===== src/rtl/imem_loader.sv =====
// Instruction-memory program loader: consumes a framed byte stream (length, program, XOR checksum)
// and writes it byte-by-byte from address 0, holding the CPU in stall until a good load completes.
module imem_loader #(
  parameter int MEM_BYTES = 1024,
  parameter int ADDR_W    = 10
) (
  input  logic              clk,
  input  logic              rst,
  input  logic              start,
  input  logic [7:0]        in_data,
  input  logic              in_valid,
  output logic              in_ready,
  output logic              wr_en,
  output logic [ADDR_W-1:0] wr_addr,
  output logic [7:0]        wr_data,
  output logic              busy,
  output logic              done,
  output logic              error,
  output logic [1:0]        err_code,
  output logic              cpu_hold
);

  typedef enum logic [2:0] {
    S_IDLE,
    S_LEN_LO,
    S_LEN_HI,
    S_DATA,
    S_CSUM,
    S_DONE,
    S_ERR
  } state_t;

  localparam logic [15:0] MAX_WORDS = 16'(MEM_BYTES / 4);

  state_t            state;
  state_t            state_next;
  logic [7:0]        len_lo;
  logic [7:0]        csum;
  logic [ADDR_W:0]   cnt;
  logic [ADDR_W:0]   n_bytes;
  logic              accept;
  logic [15:0]       n_words;
  logic [17:0]       len_full;
  logic              last_byte;

  always_comb begin
    in_ready   = (state == S_LEN_LO) || (state == S_LEN_HI) ||
                 (state == S_DATA)   || (state == S_CSUM);
    busy       = in_ready;
    done       = (state == S_DONE);
    error      = (state == S_ERR);
    cpu_hold   = (state != S_DONE);
    accept     = in_valid & in_ready;
    n_words    = {in_data, len_lo};
    len_full   = {n_words, 2'b00};
    last_byte  = ((cnt + 1'b1) == n_bytes);
    state_next = state;
    case (state)
      S_IDLE, S_DONE, S_ERR: if (start) state_next = S_LEN_LO;
      S_LEN_LO: if (accept) state_next = S_LEN_HI;
      S_LEN_HI: begin
        if (accept) begin
          if (n_words > MAX_WORDS)   state_next = S_ERR;
          else if (n_words == '0)    state_next = S_CSUM;
          else                       state_next = S_DATA;
        end
      end
      S_DATA: if (accept && last_byte) state_next = S_CSUM;
      S_CSUM: if (accept) state_next = (in_data == csum) ? S_DONE : S_ERR;
      default: state_next = S_IDLE;
    endcase
  end

  always_ff @(posedge clk) begin
    if (rst) begin
      state    <= S_IDLE;
      len_lo   <= '0;
      csum     <= '0;
      cnt      <= '0;
      n_bytes  <= '0;
      wr_en    <= 1'b0;
      wr_addr  <= '0;
      wr_data  <= '0;
      err_code <= '0;
    end else begin
      state <= state_next;
      wr_en <= 1'b0;
      case (state)
        S_IDLE, S_DONE, S_ERR: if (start) err_code <= '0;
        S_LEN_LO: if (accept) len_lo <= in_data;
        S_LEN_HI: begin
          if (accept) begin
            cnt     <= '0;
            csum    <= '0;
            // Only meaningful when the length check passes, so truncation is safe.
            n_bytes <= len_full[ADDR_W:0];
            if (n_words > MAX_WORDS) err_code <= 2'b01;
          end
        end
        S_DATA: begin
          if (accept) begin
            wr_en   <= 1'b1;
            wr_addr <= cnt[ADDR_W-1:0];
            wr_data <= in_data;
            csum    <= csum ^ in_data;
            cnt     <= cnt + 1'b1;
          end
        end
        S_CSUM: if (accept && (in_data != csum)) err_code <= 2'b10;
        default: ;
      endcase
    end
  end

endmodule


===== config.mk =====
export PLATFORM = sky130hd
export DESIGN_NAME = imem_loader
export DESIGN_NICKNAME = d
export VERILOG_FILES = /design/src/rtl/imem_loader.sv
export SDC_FILE = /design/constraint.sdc
export NUM_CORES = 1
export LEC_CHECK = 0
export ABC_AREA = 0
export CORE_MARGIN = 10
export CORE_UTILIZATION = 40
export CTS_CLUSTER_DIAMETER = 50
export CTS_CLUSTER_SIZE = 20
export DETAILED_ROUTE_END_ITERATION = 12
export HOLD_SLACK_MARGIN = 0.08
export PLACE_DENSITY = 0.65
export SETUP_SLACK_MARGIN = 0.2
export SLEW_MARGIN = 20
export SYNTH_ARGS = -nofsm -noshare
export SYNTH_HDL_FRONTEND = slang
export SYNTH_SLANG_ARGS = --single-unit

===== constraint.sdc =====
create_clock -name clk -period 2.35 [get_ports clk]
set_input_delay 0.47 -clock clk [delete_from_list [all_inputs] [get_ports clk]]
set_output_delay 0.47 -clock clk [all_outputs]
set_load 0.02 [all_outputs]

; Yosys cells after proc, flatten, opt, wreduce, memory -nomap -nowiden
; Index checks and enable logic that the tools add are counted.
[totals]
input_bits = 12
regBits = 60
[op_classes]
reduce_logical = 17
bitwise = 3
n_mux = 21
magnitude_cmp = 1
eq_ne = 18
n_addsub = 1
[op_table]
columns = op, n
row1 = $mux W11, 2
row2 = $pmux W11 S2, 1
row3 = $mux W3, 7
row4 = $gt A16 B9 Y1 const B, 1
row5 = $logic_not A16 Y1, 1
row6 = $mux W8, 2
row7 = $pmux W8 S2, 1
row8 = $pmux W3 S5, 1
row9 = $add A11 B1 Y11 const B, 1
row10 = $eq A11 B11 Y1, 1
row11 = $mux W2, 5
row12 = $ne A2 B2 Y1 const B, 5
row13 = $reduce_and A5 Y1, 2
row14 = $eq A3 B3 Y1 const B, 3
row15 = $eq A8 B8 Y1, 1
row16 = $ne A8 B8 Y1, 1
row17 = $xor A8 B8 Y8, 1
row18 = $eq A3 B2 Y1 const B, 2
row19 = $ne A2 B1 Y1 const B, 3
row20 = $pmux W2 S3, 1
row21 = $reduce_and A2 Y1, 3
row22 = $eq A3 B1 Y1 const B, 1
row23 = $logic_not A3 Y1, 1
row24 = $logic_or A1 B1 Y1, 3
row25 = 10 further kinds, 11

; Depth between registers and ports, before layout
; Gate-level depths: netlist (run 1).
[depth]
depth_word = 8
mapped_depth = 8
depth_no_buf = 7

; Worst setup path before layout (run 1)
; OpenSTA, ideal clock, no wires.
[synth_path]
path_type = register to register
start = reg cnt[0]
end = reg state[1]
required_ps = 2208
setup_time_ps = 142
setup_slack_ps = 403
arrival_time_ps = 1806
path_stages_with_launch = 8
path_cell_list = dfxtp_1 -> ha_1 -> nand3_1 -> or4_1 -> a21oi_1 -> o311ai_1 -> o311ai_2 -> a41oi_1
[synth_between]
elab_chain_cells = 5
[synth_lines]
columns = element, line_no
row1 = start: declaration, 39  ; logic [ADDR_W:0] cnt;
row2 = start signal: assignment, 106  ; cnt <= cnt + 1'b1;
row3 = $add A11 B1 Y11, 56  ; last_byte = ((cnt + 1'b1) == n_bytes);
row4 = $eq A11 B11 Y1, 56
row5 = $logic_and A1 B1 Y1, 68  ; S_DATA: if (accept && last_byte) state_next = S_CSUM;
row6 = $ne A2 B1 Y1 (no line), --
row7 = $reduce_and A5 Y1 (no line), --
row8 = end signal: assignment, 86  ; state <= state_next;
row9 = end: declaration, 35  ; state_t state;
; Every way passes these cells.
; A chain may end at the register's enable or synchronous reset.

; Worst setup path after layout (run 1)
[layout_path]
start = reg cnt[1]
end = reg state[1]
; Same word-level chain as after synthesis.

==> key figures, run 1 <==
Placed design
  • Number of cells after detailed placement: slightly above 500
  • GPL Wtd Cong: 0.8448
  • Hpwl dp: ~5.5 mm
  • DP Area: around 0.0035 sq mm
  • Pre-CTS setup slack: -0.04750 ns
  • Port Buffers: 37

Clock tree
  • Clk buf depth: 2
  • CTS buffer count: 9
  • CTS Sinks: 60
  • Setup Buffers After CTS: 0
  • Clk pin slew, worst setup/hold paths: ~0.07 ns
  • CTS tree: done
  • Clk root buf: clkbuf_8
  • Clk_lat worst skew: between 0.3 and 0.4 ns
  • H-tree depth: 3

Pwr
  • Maximum VDD drop: ~0.00034 V
  • Pleak: approximately 1.4 nW
  • Power Total: between 2 and 3 mW
  • Power Density: slightly below 800 mW/mm^2

Detailed routing
  • Total Wirelength: around 7.6 mm
  • Total number of vias: 2755
  • WL per Instance: 14.40 microns
  • DRT Pass-1 Iters: 4
  • Antenna-violating nets left: 0
  • Drt first-iter violations: about 180
  • Via/cell ratio: about 5.2
  • DRC viols: 0

Yosys
  • Synth area leader: dfxtp_1
  • Synthesis Warnings: 0
  • Synth cell count leaders: 96 x nand2_1, 60 x dfxtp_1, 44 x a21oi_1
  • Sequential-to-total area share from yosys stat: between 40% and 50%
  • Synth top area share: roughly two fifths
  • Post-synthesis cell area: about 0.0029 sq mm
  • Multiplexer area fraction after synthesis: 0.6981%
  • Adder-Cell Fraction of Synth Area: 0.8726%
  • Most numerous cell in the Yosys netlist: nand2_1
  • Async set or reset register ratio after synthesis: 0%
  • Post-Syn Area per Cell: between 7 and 8 sq um
  • Main combinational cell family by area after synthesis: simple AND/OR/NAND/NOR gates
  • Synth Flop Type: dfxtp_1
  • Cells after synthesis: roughly 370
  • Syn nets: roughly 390
  • Synth Area in Simple Gates: between 20% and 30%
  • Yosys reg bits: 60
  • Compound-Gate Fraction of Synth Area: between 20% and 30%
  • EDFF count, synth: 0
  • Number of library cell types mapped by synthesis: 46
  • XOR/XNOR share of the synthesized area: ~6.4%
  • Area contributors post-synth: dfxtp_1 42%, nand2_1 13%, a21oi_1 7.7%

Timing
  • Fmax: ~0.48 GHz
  • Final period util: around nine tenths
  • Final hold vios: 0
  • Slew HR: 64.15%
  • Max-slew violation count: 0
  • Final setup TNS: 0 ns
  • Fin crit period: between 2 and 2.5 ns
  • Final setup fails: 0
  • RSZ-0062 raised after global routing: yes
  • Final hold slack: about 0.45 ns
  • Slew @ Worst Pin: 0.5367 ns
  • Post-Route Skew: between 0.008 and 0.009 ns
  • Slack of the critical path: about 0.25 ns

Setup path
  • CP cell instances: ha_4 -> nand3_1 -> or4_4 -> a21oi_2 -> o311ai_2 -> o311ai_2 -> a41oi_1
  • CP max FO: 4
  • CP Class: reg2reg
  • Slowest stage cell, crit path: or4_4
  • CP arrival: between 2 and 2.5 ns
  • Critical path buffers and inverters: 0
  • Delay-heaviest family, CP: compound AO/OA/AOI/OAI gates
  • CP endpoint kind: flop
  • Critical Path Max Stage Delay: around 0.44 ns
  • CP required: between 2 and 3 ns
  • Cell mode on critical path: o311ai_2
  • Worst setup SP type: flop

Global route
  • First-pass GRT wire length: between 10 and 15 mm
  • Initial antenna violation count: 0
  • GRT Overall Usage: 13.72%
  • Pin count of the biggest net entering global routing: 36
  • GRT Residual Overflow: 0
  • Vias in the first global route: 2663

Layout
  • Final nets: approximately 440
  • Final non-filler cell area: approximately 0.0037 sq mm
  • Layout overhead on the synthesized area: 30.63%
  • Fill count: 675
  • Final non-filler cell total: between 500 and 600
  • Layout cells sized above 1: between 10% and 20%
  • Ant diodes: 0
  • Post-Route Utilization: 54.54%

Flow run
  • Max-Cap Viols: 0

Floorplanning
  • DIE AREA: between 0.01 and 0.015 sq mm
  • IO Pins: 38
  • Die Wd: about 100 microns
  • Row cnt: 30
  • Core ar.: approximately 0.0069 sq mm
  • Starting Density: around two fifths
  • Die H: 104.7 microns

Worst hold path
  • Hold crit path type: reg2reg

Run status
  • Status: finished clean
[cell type report]
type,instances,area [sq um],share of cell area [%]
Tap cell,96,120.1,3.206
Clock buffer,12,155.1,4.142
Inverter,5,18.77,0.5010
Multi-Input combinational cell,283,1564,41.75
Timing Repair Buffer,69,629.4,16.80
Clock inverter,4,47.55,1.269
Sequential cell,60,1211,32.33
[registers in the layout, indices dropped and copies added, names as in the netlist]
register	cells
wr_en	1
len_lo	8
cnt	11
state	3
csum	8
err_code	2
wr_data	8
wr_addr	10
n_bytes	9
[what timing repair did]
item | 4_1_cts | 5_1_grt
endpoints found under the setup margin | 5 | 5
hold buffers | 0 | 0
pin swaps | 0 | 4
gates resized for setup | 6 | 17
[cell usage in the layout (no fill, tap or decap), types with 2 or more instances in the layout]
master,n
clkinv_2,2
o21a_1,2
a21oi_1,43
nor3_2,3
dfxtp_1,54
dfxtp_2,5
nand3_1,8
and3b_1,2
nand2b_1,3
xor2_1,12
nand2_1,96
a31oi_1,2
nor3_1,2
xnor2_1,9
o311ai_2,2
a211oi_1,3
and3_1,4
clkbuf_8,11
inv_1,5
clkdlybuf4s50_1,30
o31ai_1,4
nor4_1,7
a22o_1,2
o21ai_0,31
buf_4,31
dlygate4sd2_1,3
dlymetal6s2s_1,4
mux2i_1,2
nor2_1,22
nor2b_1,2
o41ai_1,3
[tightest hold or removal path: stages, from the launching register on]
cell	delay (ns)
dfxtp_1	0.31
nand2_1	0.05
a21oi_1	0.05
[where the power goes]
part / total [mW] / internal (mW) / switching (mW)
Sequential: 1.16 / 1.09 / 0.0767
Clock: 0.939 / 0.544 / 0.395
Combinational: 0.779 / 0.326 / 0.453
[kinds of logic (layout without fill, tap and decap cells)]
logic type,after synthesis,after routing
AND/OR/NAND/NOR,159,159
flip-flops,60,60
adder cells (fa/ha/maj),2,2
XOR/XNOR,21,21
AO/OA/AOI/OAI,99,99
buffers and inverters,28,90
multiplexers,2,2
[final timing paths]
| check | cells past startpoint | endpoint | start | slack (ns) |
|---|---|---|---|---|
| worst max-delay path | 7 | state[1] | cnt[1] | 0.25 |
| worst min-delay path | 2 | wr_addr[3] | wr_addr[3] | 0.45 |
| worst max register to register | 7 | state[1] | cnt[1] | 0.25 |
| worst min register to register | 2 | wr_addr[3] | wr_addr[3] | 0.45 |
[metal layers]
layer / wire length (microns) / vias up / GRT usage (%) / part of all wire, %
li1: - / 1389 / - / -
met1: 3342 / 1285 / 16.03 / 44
met2: 3788 / 60 / 23.86 / 50
met3: 321 / 21 / 3.501 / 4.2
met4: 165 / 0 / 4.510 / 2.2
met5: 0 / - / 0 / 0
Power figures use the tool's default switching activity.
==> run 2: changes to the inputs <==
--- a/config.mk
+++ b/config.mk
@@ -7,12 +7,12 @@
 export LEC_CHECK = 0
 export ABC_AREA = 0
 export CORE_MARGIN = 10
-export CORE_UTILIZATION = 40
+export CORE_UTILIZATION = 55
 export CTS_CLUSTER_DIAMETER = 50
 export CTS_CLUSTER_SIZE = 20
 export DETAILED_ROUTE_END_ITERATION = 12
 export HOLD_SLACK_MARGIN = 0.08
-export PLACE_DENSITY = 0.65
+export PLACE_DENSITY = 0.84
 export SETUP_SLACK_MARGIN = 0.2
 export SLEW_MARGIN = 20
 export SYNTH_ARGS = -nofsm -noshare
==> run 2 against run 1 <==
Compared with the run above:
- global-route usage grew 4.6 points
- final area shrank 0.40%
- first-iteration DRC count grew 43%
- highest routed layer unchanged
- worst hold slack gained 0.0014 ns
==> key figures, run 2 (synthesis results as in run 1) <==
Placed design
  • GPL Wtd Cong: 0.9459 (+12%)
  • Port Buffers: 37 (unchanged)
  • DP Area: 0.003427 sq mm (-1.7%)
  • Hpwl dp: 5.478 mm (-0.77%)

Timing
  • Max-slew violation count: 0 (unchanged)
  • RSZ-0062 raised after global routing: yes
  • Final hold slack: 0.4529 ns (+0.001432 ns)
  • Fin crit period: 2.093 ns (-0.007573 ns)
  • Slew HR: 58.23% (-5.9 points)
  • Final period util: 89.06% (-0.32 points)
  • Post-Route Skew: 0.007085 ns (-0.001692 ns)
  • Final setup fails: 0 (unchanged)
  • Slew @ Worst Pin: 0.6253 ns (+0.08858 ns)
  • Fmax: 0.4778 GHz (+0.36%)
  • Final hold vios: 0 (unchanged)
  • Final setup TNS: 0 ns (unchanged)

Floorplanning
  • IO Pins: 38 (unchanged)
  • Starting Density: 56.51% (+15 points)
  • DIE AREA: 0.008503 sq mm (-22%)
  • Core ar.: 0.005075 sq mm (-26%)
  • Die H: 92.21 microns (-12%)
  • Die Wd: 92.21 microns (-12%)
  • Row cnt: 26 (-13%)

Setup path
  • CP arrival: 2.29 ns (about the same)
  • Slowest stage cell, crit path: or4_4
  • CP cell instances: ha_4 -> nand3_2 -> or4_4 -> a21oi_2 -> o311ai_2 -> o311ai_4 -> a41oi_1
  • Worst setup SP type: flop
  • CP Class: reg2reg
  • Critical Path Max Stage Delay: 0.44 ns (about the same)
  • CP max FO: 4 (unchanged)
  • CP endpoint kind: flop
  • CP required: 2.55 ns (about the same)

Detailed routing
  • Drt first-iter violations: 251 (+43%)
  • WL per Instance: 16.03 microns (+11%)
  • Total number of vias: 2918 (+5.9%)
  • Total Wirelength: 8.048 mm (+5.6%)
  • Via/cell ratio: 5.813 (+12%)
  • DRT Pass-1 Iters: 4 (unchanged)
  • Antenna-violating nets left: 0 (unchanged)
  • DRC viols: 0 (unchanged)

Pwr
  • Psw: 0.9555 mW (+3.4%)
  • Clock power frac: 34.1% (+1.5 points)
  • Power Density: 803.3 mW/mm^2 (+4.4%)
  • Switching Fraction: 31.88% (-0.18 points)
  • Maximum VDD drop: 0.0006383 V (+86%)
  • Pleak: 1.416 nW (+0.42%)
  • P_int: 2.042 mW (+4.2%)
  • Comb power frac: 26.8% (-0.2 points)
  • Seq pwr share: 39.1% (-1.3 points)

Clock tree
  • H-tree depth: 3 (unchanged)
  • Hold-fix buffers, CTS: 0 (unchanged)
  • Clk buf depth: 2 (unchanged)
  • CTS buffer count: 9 (unchanged)
  • Clk_lat worst skew: 0.34 ns (about the same)
  • CTS tree: done
  • Clk pin slew, worst setup/hold paths: 0.06 ns (about the same)
  • Clk root buf: clkbuf_8
  • CTS Sinks: 60 (unchanged)

Worst hold path
  • Hold crit path type: reg2reg

Layout
  • Most common cell after layout, fill and taps aside: nand2_1
  • Final non-filler cell area: 0.003731 sq mm (-0.40%)
  • Ant diodes: 0 (unchanged)
  • Fill count: 389 (-42%)
  • Largest reg by FF count: cnt
  • Most frequent cells in the layout: 96 x nand2_1, 56 x dfxtp_1, 43 x a21oi_1, 32 x o21ai_0, 31 x buf_4
  • Layout cells sized above 1: 15.05% (+0.035 points)
  • Post-Route Utilization: 73.52% (+19 points)
  • Final nets: 441 (-0.23%)
  • Largest registers: cnt: 11 flops, wr_addr: 10 flops, n_bytes: 9 flops
  • Max reg flops: 11 (unchanged)
  • Layout overhead on the synthesized area: 30.10%

Global route
  • Vias in the first global route: 2756 (+3.5%)
  • GRT Residual Overflow: 0 (unchanged)
  • GRT Overall Usage: 18.27% (+4.6 points)
  • Initial antenna violation count: 0 (unchanged)
  • Pin count of the biggest net entering global routing: 36 (unchanged)
  • First-pass GRT wire length: 12.81 mm (about the same)

Run status
  • Status: finished clean

Flow run
  • Max-Cap Viols: 0 (unchanged)
[run 2: worst max-delay path, delay by kind of cell, from the launching register on]
family                     cells  cell delay (ns)
and+or+nand+nor                2             0.55
DFF                            1             0.38
adders and majority gates      1             0.18
AOI/OAI and AO/OA              4             0.84
[run 2: area by class of cell]
| type | instances | area, sq um | area share, % |
|---|---|---|---|
| Multi-Input combinational cell | 283 | 1590 | 42.62 |
| Timing Repair Buffer | 68 | 609.3 | 16.33 |
| Clock buffer | 11 | 141.4 | 3.789 |
| Clock inverter | 5 | 75.07 | 2.012 |
| Inverter | 5 | 18.77 | 0.5030 |
| Tap cell | 70 | 87.58 | 2.347 |
| Sequential cell | 60 | 1209 | 32.39 |
[run 2: power by group through the flow]
| stage | registers, mW | clock network (mW) | logic, mW |
|---|---|---|---|
| after floorplan | 1.17 | 0 | 0.534 |
| after global placement | 1.18 | 0 | 0.775 |
| after detailed placement | 1.18 | 0 | 0.795 |
| after CTS | 1.17 | 1.03 | 0.774 |
| after global routing | 1.18 | 1.07 | 0.866 |
| final | 1.17 | 1.02 | 0.805 |
[run 2: stage by stage]
stage / worst slack [ns] / cells / total power [mW]
after CTS: 0.2013 / 501 / 2.968
final: 0.2570 / 502 / 2.997
after global placement: -0.005555 / 485 / 1.955
after floorplan: 0.4026 / 371 / 1.699
after global routing: 0.1480 / 502 / 3.115
after detailed placement: -0.06846 / 485 / 1.980
[run 2: path summary, 6_finish.rpt]
path / depth (start not counted) / to / startpoint / slack, ns
hold reg to reg: 2 / wr_addr[1] / wr_addr[1] / 0.45
setup / recovery: 7 / state[1] / cnt[1] / 0.26
setup reg to reg: 7 / state[1] / cnt[1] / 0.26
hold / removal: 2 / wr_addr[1] / wr_addr[1] / 0.45
[run 2: repair_timing]
action | CTS | global route
setup endpoints to repair | 5 | 6
resized for setup | 5 | 19
pin swaps | 0 | 8
setup buffers | 0 | 1
[run 2: layer usage]
| layer | track usage (%) | wire length [microns] |
|---|---|---|
| met3 | 4.890 | 589 |
| met2 | 32.06 | 4138 |
| met5 | 0 | 0 |
| met4 | 7.841 | 249 |
| met1 | 20.28 | 3070 |
